`config.mk`:
```
export PLATFORM = sky130hd
export DESIGN_NAME = l2_arbiter
export DESIGN_NICKNAME = d
export VERILOG_FILES = /design/src/rtl/l2_arbiter.sv
export SDC_FILE = /design/constraint.sdc
export NUM_CORES = 1
export LEC_CHECK = 0
export CORE_AREA = 3 3 283 285
export CTS_BUF_LIST = sky130_fd_sc_hd__clkbuf_16
export DETAILED_ROUTE_END_ITERATION = 10
export DIE_AREA = 0 0 286 288
export PLACE_DENSITY = 0.34
export REMOVE_ABC_BUFFERS = 1
export SETUP_SLACK_MARGIN = 0.15
export SYNTH_ARGS = -nofsm -noshare
export SYNTH_HDL_FRONTEND = slang
export SYNTH_SLANG_ARGS = --single-unit
```
`constraint.sdc`:
```
create_clock -name clk -period 16.1 [get_ports clk]
set_clock_uncertainty 0.15 [all_clocks]
set_input_delay 1.61 -clock clk [delete_from_list [all_inputs] [get_ports clk]]
set_output_delay 1.61 -clock clk [all_outputs]
set_load 0.02 [all_outputs]
```
`src/rtl/l2_arbiter.sv`:
```
// l2_arbiter: shares the unified L2 port between the L1 I-cache and D-cache
// with alternating tie-break, latched requests, a turnaround cycle and service counters.
module l2_arbiter #(
  parameter int ADDR_W = 16,
  parameter int LINE_W = 128,
  parameter int CNT_W  = 16
) (
  input  logic              clk,
  input  logic              rst,
  input  logic              i_read,
  input  logic [ADDR_W-1:0] i_addr,
  output logic [LINE_W-1:0] i_rdata,
  output logic              i_resp,
  input  logic              d_read,
  input  logic              d_write,
  input  logic [ADDR_W-1:0] d_addr,
  input  logic [LINE_W-1:0] d_wdata,
  output logic [LINE_W-1:0] d_rdata,
  output logic              d_resp,
  output logic              l2_read,
  output logic              l2_write,
  output logic [ADDR_W-1:0] l2_addr,
  output logic [LINE_W-1:0] l2_wdata,
  input  logic [LINE_W-1:0] l2_rdata,
  input  logic              l2_resp,
  output logic [CNT_W-1:0]  i_count,
  output logic [CNT_W-1:0]  d_count
);
  typedef enum logic [1:0] {IDLE, I_BUSY, D_BUSY, GAP} state_t;
  state_t              r_state, w_next;
  logic                r_last_d, r_op_w;
  logic [ADDR_W-1:0]   r_addr;
  logic [LINE_W-1:0]   r_wdata;
  logic [CNT_W-1:0]    r_i_count, r_d_count;
  logic                w_d_req, w_tie, w_grant_i, w_grant_d, w_idle;
  assign w_d_req   = d_read | d_write;
  assign w_tie     = i_read & w_d_req;
  assign w_idle    = r_state == IDLE;
  // On a tie the requester that did not win the previous tie gets the port.
  assign w_grant_i = w_idle & i_read & (~w_d_req | r_last_d);
  assign w_grant_d = w_idle & w_d_req & (~i_read | ~r_last_d);
  always_comb begin
    w_next = r_state;
    case (r_state)
      IDLE:    w_next = w_grant_i ? I_BUSY : w_grant_d ? D_BUSY : IDLE;
      I_BUSY:  w_next = l2_resp ? GAP : I_BUSY;
      D_BUSY:  w_next = l2_resp ? GAP : D_BUSY;
      default: w_next = IDLE;
    endcase
  end
  always_ff @(posedge clk or posedge rst) begin
    if (rst) begin
      r_state   <= IDLE;
      r_last_d  <= 1'b1;
      r_op_w    <= 1'b0;
      r_addr    <= '0;
      r_wdata   <= '0;
      r_i_count <= '0;
      r_d_count <= '0;
    end else begin
      r_state <= w_next;
      if (w_grant_i) r_addr <= i_addr;
      if (w_grant_d) begin
        r_addr  <= d_addr;
        r_wdata <= d_wdata;
        r_op_w  <= d_write;
      end
      if (w_idle && w_tie) r_last_d <= w_grant_d;
      if (i_resp && r_i_count != '1) r_i_count <= r_i_count + CNT_W'(1);
      if (d_resp && r_d_count != '1) r_d_count <= r_d_count + CNT_W'(1);
    end
  end
  assign i_resp   = (r_state == I_BUSY) & l2_resp;
  assign d_resp   = (r_state == D_BUSY) & l2_resp;
  assign l2_read  = (r_state == I_BUSY) | ((r_state == D_BUSY) & ~r_op_w);
  assign l2_write = (r_state == D_BUSY) & r_op_w;
  assign l2_addr  = (r_state == I_BUSY || r_state == D_BUSY) ? r_addr : '0;
  assign l2_wdata = (r_state == D_BUSY) ? r_wdata : '0;
  assign i_rdata  = l2_rdata;
  assign d_rdata  = l2_rdata;
  assign i_count  = r_i_count;
  assign d_count  = r_d_count;
endmodule

```
After elaboration in Yosys (flattened, before gate mapping)
Cells that the tools add are included.
{ "classes": {"add_sub_neg": 2, "bitwise_logic": 17, "eq_ne": 4, "muxes": 9, "n_reduce_logical": 6} }
{ "op_table": {"columns": ["op", "n"], "rows": [
  ["128-bit two-way mux", 1],
  ["16-bit two-way mux", 3],
  ["16-bit by 1-bit adder with 16-bit output (second input constant)", 2],
  ["16-bit != test (second input constant)", 2],
  ["1-bit bitwise AND", 9],
  ["2-bit two-way mux", 3],
  ["2-bit one-hot mux with 3 select lines", 1],
  ["1-bit NOT", 4],
  ["1-bit bitwise OR", 4],
  ["1-bit logical AND", 3],
  ["2-bit by 1-bit equality test with 1-bit output (second input constant)", 1],
  ["2-bit equality test (second input constant)", 1],
  ["2-bit logical NOT", 1],
  ["2-bit nonzero test", 1],
  ["1-bit logical OR", 1],
  ["1-bit two-way mux", 1]
]} }
{ "totals": {"register_bits": 180, "in_bits": 294, "wordCells": 45} }

Longest topological paths before layout
{ "depth": {"depth_word": 6, "ltp_mapped": 8} }

Least setup slack after synthesis
OpenSTA, ideal clock, no wires.
{ "synth_path": {"path_type": "input-to-output", "start": "input port l2_resp", "end": "output port i_resp", "path_stages": 2, "path_buffers": 1, "setup_slack_ns": 12.347, "arrival_ns": 1.993, "required_ns": 14.340, "path_cell_list": "and2_1 -> clkbuf_1"} }
{ "synth_via": {"elab_chain_len": 1} }
{ "synth_lines": {"columns": ["item", "line_no", "source"], "rows": [
  ["start, declared", "25", "input logic l2_resp,"],
  ["1-bit bitwise AND", "73", "assign i_resp = (r_state == I_BUSY) & l2_resp;"],
  ["end, declared", "13", "output logic i_resp,"]
]} }
Every way passes these cells.

Worst setup path in the final report
{ "layout_path": {"start": "register r_state[0]", "end": "output port l2_wdata[34]"} }
{ "layout_via": {"elab_chain_len": 2} }
{ "layout_lines": {"columns": ["item", "line_no", "source"], "rows": [
  ["start, declared", "30", "state_t r_state, w_next;"],
  ["start signal, assigned", "61", "r_state <= w_next;"],
  ["2-bit equality test", "78", "assign l2_wdata = (r_state == D_BUSY) ? r_wdata : '0;"],
  ["128-bit two-way mux", "78", null],
  ["end, declared", "23", "output logic [LINE_W-1:0] l2_wdata,"]
]} }
Every way passes these cells.

==> impl_metrics.json <==
{
  "hp-start": "r_wdata[46]",
  "grt_pass1_vias": 7671,
  "crit_arrival_ps": 3370,
  "critPathLaunchType": "flop",
  "synth_top_area_share_pct": 44.0,
  "io_buffers": 345,
  "path_class": "flop to primary output",
  "drt-vias-per-instance": 3.66,
  "hold_depth": 1,
  "ctsResizeCount": 0,
  "crit_buf_inv": 3,
  "overflow": 0,
  "synth_commonest_cells": "buf_4 (256), dfrtp_1 (179), and2_1 (148)",
  "rsz0062_at_grt": "no",
  "slew_headroom_pct": 30.2,
  "first_pass_iters": 4,
  "dpl.hpwl_um": 69300,
  "clk_latency_ps": 480,
  "worst_pin_slew_ps": 1050,
  "finalCritPeriodShare_pct": 31.9,
  "die_h_um": 288,
  "cp_slowest_stage_delay_ps": 690,
  "grt_pass1_wl_um": 101000,
  "r2r_slack_ps": 12850,
  "routedWlPerCell_um": 39.7,
  "cpLargestDelayFamily": "buffers and inverters",
  "finalCriticalPeriod_ps": 5130,
  "synthFlopType": "dfrtp_1",
  "cts_buffers": 17,
  "grt_max_degree": 99,
  "core_area_um2": 77600,
  "setup_violations": 0,
  "yosysMostFrequentCell": "buf_4",
  "place_ws_ps": 11210,
  "synth_area_leaders": "dfrtp_1 (44%), buf_4 (19%), mux2_2 (14%), and2_1 (9.1%), mux2i_1 (1.6%)",
  "hold_buffers": 0,
  "final_nets": 1308,
  "postSynthCellCount": 932,
  "r2r_end": "r_wdata[89]",
  "endpoint_kind": "primary output",
  "max-vdd-ir-drop_v": 0.0000797,
  "synth-edff-count": 0,
  "final_hold_viol_count": 0,
  "worst_r2r_path_depth": 6,
  "grtUsageTotal_pct": 19.5,
  "run_status": "complete, no violations",
  "clkTransAtPathRegs_ps": 70,
  "finalMaxSlewViolations": 0,
  "ys_seq_area_share_pct": 44.2,
  "cts.sinks": 180,
  "pin_count": 730,
  "placementRows": 102,
  "cts_max_level": 4,
  "path_cells": "inv_1, ha_4, buf_4, and2_1, clkdlybuf4s50_1",
  "regArea_um2": 4510,
  "antenna_found_initial": 7,
  "vias": 7544,
  "critPathSlowestCell": "buf_4",
  "drc": 0,
  "cts_root_buf": "clkbuf_16",
  "p_per_area_nw_per_um2": 189,
  "drt_wl_total_um": 81900,
  "final_core_util_pct": 17.4,
  "drive_above_1_share_pct": 17.2,
  "area_growth_pct": 32.5,
  "synth.avg_cell_area_um2": 10.9,
  "multiInputGateArea_um2": 3570,
  "ant_nets": 0,
  "first_iter_violations": 398,
  "die_area_um2": 82400,
  "hp-class": "flop to flop",
  "timing.rr.start": "r_state[0]",
  "tns_ps": 0,
  "cellLeakagePower_nw": 5.26,
  "clock.fmax_mhz": 195,
  "fin_hold_ws_ps": 350,
  "fill_cells": 8714,
  "gp_congestion": 0.855,
  "cts_buffer_depth": 2,
  "async_flop_share_pct": 100,
  "min_to": "r_wdata[46]",
  "setup_ws_ps": 10970,
  "synth_cell_types": 39,
  "maxCapViolations": 0,
  "yosysWarnings": 0,
  "synth_area_um2": 10200,
  "die_x_um": 286,
  "crit_fanout": 98,
  "initial_utilization_pct": 13.1,
  "post_cts_buffers": 0,
  "synth_seq_cells": 180,
  "cts_tree": "done",
  "synth_area_leader_cell": "dfrtp_1",
  "worstPathRequired_ps": 14340
}
sequential cells by signal, summed over array words and instances, names as in the netlist:
register,flops
r_wdata,128
d_count,16
i_count,16
r_addr,16
r_state,2
r_last_d,1
r_op_w,1
how the worst max path moves through the flow:
stage                from       endpoint  cells past startpoint
2_1_floorplan     d_write         r_op_w                      3
3_3_place_gp      d_write    r_wdata[27]                      6
3_5_place_dp      d_write    r_wdata[81]                      6
4_1_cts        r_state[0]  l2_wdata[123]                      5
5_1_grt        r_state[0]  l2_wdata[123]                      5
6_report       r_state[0]   l2_wdata[34]                      5
final cells by class:
type / instances / share of cell area [%]
multi-input combinational: 449 / 26.4
tap: 1040 / 9.64
antenna: 3 / 0.0556
sequential: 180 / 33.4
inverter: 7 / 0.250
clock buffer: 17 / 3.15
timing repair buffer: 352 / 26.0
clock inverter: 15 / 1.09
metal layers:
| layer | track usage (%) | routed length [µm] | vias to the layer above |
|---|---|---|---|
| met5 | 12.1 | 1400 | - |
| met4 | 3.79 | 1080 | 25 |
| met3 | 24.6 | 21200 | 74 |
| met2 | 28.0 | 33700 | 934 |
| met1 | 16.2 | 24600 | 3551 |
| li1 | - | - | 2960 |
placed cells by master (no fill, tap or decap), drive strengths merged:
master         count
nor3b              1
buf                7
xnor2             11
and4               4
bufinv             1
or2                1
nor4               8
diode              3
clkinv             4
a211oi             3
nand4              8
ha                 7
a211o              1
nand3b             2
a21boi             2
clkbuf            17
mux2i             16
or4                1
mux2             133
a31oi              1
a21o               2
clkdlybuf4s50    345
dfstp              1
nor2              25
a311oi             1
a41oi              1
clkinvlp           4
nand2             14
and2             148
and3               1
dfrtp            179
xor2              14
inv               13
o211ai             2
nand3             11
a21oi             25
nor3               6
worst register-to-register path: cells and delay by family, from the launching register on:
| kind | cells | cell delay, ps |
|---|---|---|
| DFF | 1 | 380 |
| muxes | 1 | 460 |
| adders and majority gates | 1 | 230 |
| and+or+nand+nor | 1 | 440 |
| buffers and inverters | 3 | 1470 |
cell families after synthesis:
kind of cell,count (synthesis),synth area share [%]
buffers and inverters,303,20.9
muxes,149,16.3
AOI/OAI and AO/OA,38,2.21
adders and majority gates,7,0.860
DFF,180,44.2
xor gates and xnor gates,25,2.15
and+or+nand+nor,230,13.4
where the power goes:
group          total (mW)  internal, mW  switching (mW)
sequential          0.803         0.658           0.145
clock               0.443         0.217           0.226
combinational        1.30         0.650           0.649
total                2.55          1.53            1.02
metrics by stage:
| step | instances | instance area [µm²] | power, mW |
|---|---|---|---|
| finish | 2063 | 13500 | 2.55 |
| global route | 2060 | 13500 | 2.71 |
| CTS | 2060 | 13500 | 2.60 |
| detailed placement | 2028 | 12900 | 2.13 |
| global placement | 2028 | 12900 | 2.13 |
| floorplan | 636 | 8090 | 1.53 |
(Power assumes the default switching activity.)
